===== config.mk =====
export PLATFORM = sky130hd
export DESIGN_NAME = sd_crc_engine
export DESIGN_NICKNAME = d
export VERILOG_FILES = /design/src/rtl/sd_crc_engine.sv
export SDC_FILE = /design/constraint.sdc
export NUM_CORES = 1
export LEC_CHECK = 0
export ABC_AREA = 1
export CAP_MARGIN = 20
export CORE_UTILIZATION = 55
export CTS_CLUSTER_DIAMETER = 30
export DETAILED_ROUTE_END_ITERATION = 8
export DONT_BUFFER_PORTS = 1
export GPL_TIMING_DRIVEN = 0
export PLACE_DENSITY = 0.7
export SYNTH_ARGS = -nofsm -noshare
export SYNTH_HDL_FRONTEND = slang
export SYNTH_SLANG_ARGS = --single-unit

===== constraint.sdc =====
create_clock -name clk -period 1.61 [get_ports clk]
set_clock_uncertainty 0.1 [all_clocks]
set_input_delay 0.2415 -clock clk [delete_from_list [all_inputs] [get_ports clk]]
set_output_delay 0.2415 -clock clk [all_outputs]
set_load 0.005 [all_outputs]

===== src/rtl/sd_crc_engine.sv =====
// Bit-serial CRC generator/checker: consumes DATA_W-bit words MSB first over valid/ready
// and reports the final remainder plus a compare against an expected CRC.
module sd_crc_engine #(
  parameter int unsigned        CRC_W  = 7,
  parameter logic [CRC_W-1:0]   POLY   = CRC_W'(7'h09),
  parameter logic [CRC_W-1:0]   INIT   = '0,
  parameter int unsigned        DATA_W = 8
) (
  input  logic              clk,
  input  logic              reset,
  input  logic              start,
  input  logic [DATA_W-1:0] din,
  input  logic              din_valid,
  input  logic              din_last,
  output logic              din_ready,
  input  logic [CRC_W-1:0]  chk_crc,
  output logic [CRC_W-1:0]  crc_out,
  output logic              crc_valid,
  output logic              crc_match,
  output logic              busy
);

  localparam int unsigned CntW = (DATA_W > 1) ? $clog2(DATA_W) : 1;

  typedef enum logic [1:0] {StIdle, StAccept, StShift, StDone} state_t;

  state_t            state;
  logic [CRC_W-1:0]  rem;
  logic [CRC_W-1:0]  rem_next;
  logic [DATA_W-1:0] sh;
  logic [CntW-1:0]   cnt;
  logic              last;
  logic              fb;

  // One step of the direct (non-augmented) CRC division.
  always_comb begin
    fb       = rem[CRC_W-1] ^ sh[DATA_W-1];
    rem_next = (rem << 1) ^ (fb ? POLY : '0);
  end

  // din_ready and busy are registered decodes of the next state.
  always_ff @(posedge clk) begin
    if (reset) begin
      state     <= StIdle;
      rem       <= '0;
      sh        <= '0;
      cnt       <= '0;
      last      <= 1'b0;
      crc_out   <= '0;
      crc_valid <= 1'b0;
      crc_match <= 1'b0;
      din_ready <= 1'b0;
      busy      <= 1'b0;
    end else begin
      crc_valid <= 1'b0;
      unique case (state)
        StIdle: begin
          if (start) begin
            rem       <= INIT;
            state     <= StAccept;
            din_ready <= 1'b1;
            busy      <= 1'b1;
          end
        end
        StAccept: begin
          if (start) begin
            rem <= INIT;
          end else if (din_valid) begin
            sh        <= din;
            last      <= din_last;
            cnt       <= CntW'(DATA_W - 1);
            state     <= StShift;
            din_ready <= 1'b0;
          end
        end
        StShift: begin
          if (start) begin
            rem       <= INIT;
            state     <= StAccept;
            din_ready <= 1'b1;
          end else begin
            rem <= rem_next;
            sh  <= sh << 1;
            cnt <= cnt - 1'b1;
            if (cnt == '0) begin
              if (last) begin
                state <= StDone;
              end else begin
                state     <= StAccept;
                din_ready <= 1'b1;
              end
            end
          end
        end
        StDone: begin
          crc_out   <= rem;
          crc_match <= (rem == chk_crc);
          crc_valid <= 1'b1;
          if (start) begin
            rem       <= INIT;
            state     <= StAccept;
            din_ready <= 1'b1;
          end else begin
            state     <= StIdle;
            din_ready <= 1'b0;
            busy      <= 1'b0;
          end
        end
        default: state <= StIdle;
      endcase
    end
  end

endmodule

==> flow_summary_export.csv <==
group,metric,value,unit
status,outcome,"complete, no violations",
synthesis,yosys-top-cells-area,"dfxtp_1, nand2_1, inv_1",
place,place_area,1510,um^2
synthesis,syn_nets,230,
drt,finalWirelength,2.87,mm
clock_network,ctsLongestPathBuffers,2,
floorplan,dieArea,2890,um^2
timing,tightest_slew,454,ps
timing,tns,0,ps
critical_path,cp_max_fo,8,
clock_network,cts_tree,"yes",
floorplan,initial_core_util,59.0,%
clock_network,path_clk_slew,100,ps
run,drv_cap,0,
drt,first_iter_violations,32,
drt,drc_errors,0,
floorplan,coreArea,2500,um^2
clock_network,hold_buffers,3,
clock_network,cts_buffers,5,
floorplan,row_count,18,
timing,drv_slew,0,
timing,max_freq,0.696,GHz
critical_path,arrival,1610,ps
critical_path,critPathRequiredTime,1780,ps
critical_path,cp-end-kind,"flop",
floorplan,io_pins,31,
layout,final_cell_mix,"nand2_1, dfxtp_1, inv_1",
layout,stdcell_count,249,
drt,viasPerCell,5.27,
synthesis,ys_types,23,
global_routing,overflow,0,
clock_network,postCtsSetupBuffers,0,
timing,setup_viol,0,
drt,wl_per_cell,11.5,um
drt,via_count,1313,
global_routing,grt_pass1_wl,4.51,mm
layout,final_common_cell,"nand2_1",
timing,rsz0062_at_grt,"false",
synthesis,synth_seq_area_share,43.5,%
timing,hold_viol_final,0,
layout,area_growth,9.76,%
synthesis,syn_area,1470,um^2
synthesis,syn_avg_cell_area,7.09,um^2
clock_network,root_buffer,"clkbuf_4",
layout,stdcell_area,1620,um^2
clock_network,worstSkewPairLatency,340,ps
place,hpwl,2.19,mm
synthesis,yosysTopAreaCell,"dfxtp_1",
synthesis,synth_top_cell_area_share,43.5,%
critical_path,start_kind,"flop",
synthesis,yosysWarnings,0,
clock_network,cts_max_level,2,
drt,drt_first_pass_iters,4,
timing,fin_crit,1440,ps
layout,n_fill_cell,232,
timing,slew_headroom,69.7,%
floorplan,die_w,53.8,um
layout,drive_gt1_share,9.59,%
place,port_buffers,0,
global_routing,grt_max_degree,11,
drt,ant_nets,0,
layout,nNetsFinal,240,
floorplan,die_h,53.8,um
timing,holdWs,29.7,ps
power,p_leak,0.000757,uW
timing,fin_crit_sh,89.2,%
place,placedCellCount,238,
global_routing,antenna_found_initial,0,
global_routing,grt_use_total,22.3,%
power,p_per_area,1060,nW/um^2
layout,antenna_cells,0,
clock_network,cts_num_sinks,32,
place,finalWeightedCongestion,0.751,
synthesis,synth_seq_cells,32,
global_routing,grt_pass1_vias,1116,
worst_hold_path,min_path_type,"in2reg",
synthesis,synthCells,208,
clock_network,cts_resized,0,
power,max-vdd-ir-drop,0.817,mV
critical_path,path_class,"reg2reg",
per-layer routing:
layer / routed length [um] / GRT usage (%) / up-vias
met5: 0 / 0 / -
met4: 54 / 11.8 / 0
met3: 167 / 6.21 / 5
met2: 1350 / 35.8 / 34
met1: 1300 / 26.6 / 599
li1: - / - / 675
state kept, by name, summed over array words and instances, names as in the netlist:
name,flops
rem,7
sh,8
busy,1
crc_valid,1
crc_out,7
din_ready,1
cnt,3
last,1
state,2
crc_match,1
per-stage QoR:
step                util (%)  worst slack (ps)  power [uW]
finish                  64.7               174        1720
global route            64.7              25.9        1810
CTS                     64.7               158        1730
detailed placement      60.5               180        1130
global placement        60.5               242        1120
floorplan                  -               347        1090
power by group:
part	switching, uW	internal, uW
clock	271	325
combinational	142	92.1
sequential	38.1	848
synthesized netlist by cell type (all sizes together):
library cell	n
dfxtp	32
buf	3
o21ai	9
nor2	22
ha	2
nand2	66
o211a	7
nor3b	1
a31oi	1
a211oi	1
xnor2	1
a21oi	18
nor3	1
clkbuf	3
inv	29
nand3	11
o211ai	1
final cells by class:
cell class	instances	area, um^2	area share [%]
timing repair buffer	3	30.0	1.86
sequential	32	641	39.6
tap	30	37.5	2.32
inverter	29	109	6.73
clock buffer	6	41.3	2.55
clock inverter	2	35.0	2.17
buffer	6	36.3	2.24
multi-input combinational	141	688	42.5
critical path, stage by stage, from the launching register on:
cell     delay, ps
dfxtp_1        460
inv_2           80
nand2_1        240
nand2_1         80
inv_1          180
nand2_1         90
a21oi_1        140
worst paths after layout:
path | start | endpoint | slack, ps | cells past startpoint
worst min-delay path | din_valid | din_ready$_SDFFE_PP0P_ | 30 | 3
worst max register to register | state[0]$_SDFFE_PP0P_ | rem[2]$_SDFFE_PP0P_ | 170 | 6
worst min register to register | cnt[1]$_SDFFE_PP0P_ | cnt[1]$_SDFFE_PP0P_ | 370 | 2
worst max-delay path | state[0]$_SDFFE_PP0P_ | rem[2]$_SDFFE_PP0P_ | 170 | 6
logic make-up (layout without fill, tap and decap cells):
logic type / count (synthesis) / after routing / share of synthesized area [%]
AND/OR/NAND/NOR: 101 / 101 / 29.0
AO/OA/AOI/OAI: 37 / 37 / 15.4
buffers and inverters: 35 / 46 / 9.85
flip-flops: 32 / 32 / 43.5
adder cells (fa/ha/maj): 2 / 2 / 1.70
XOR/XNOR: 1 / 1 / 0.594
Note: power is estimated with default switching activity, not from simulation.
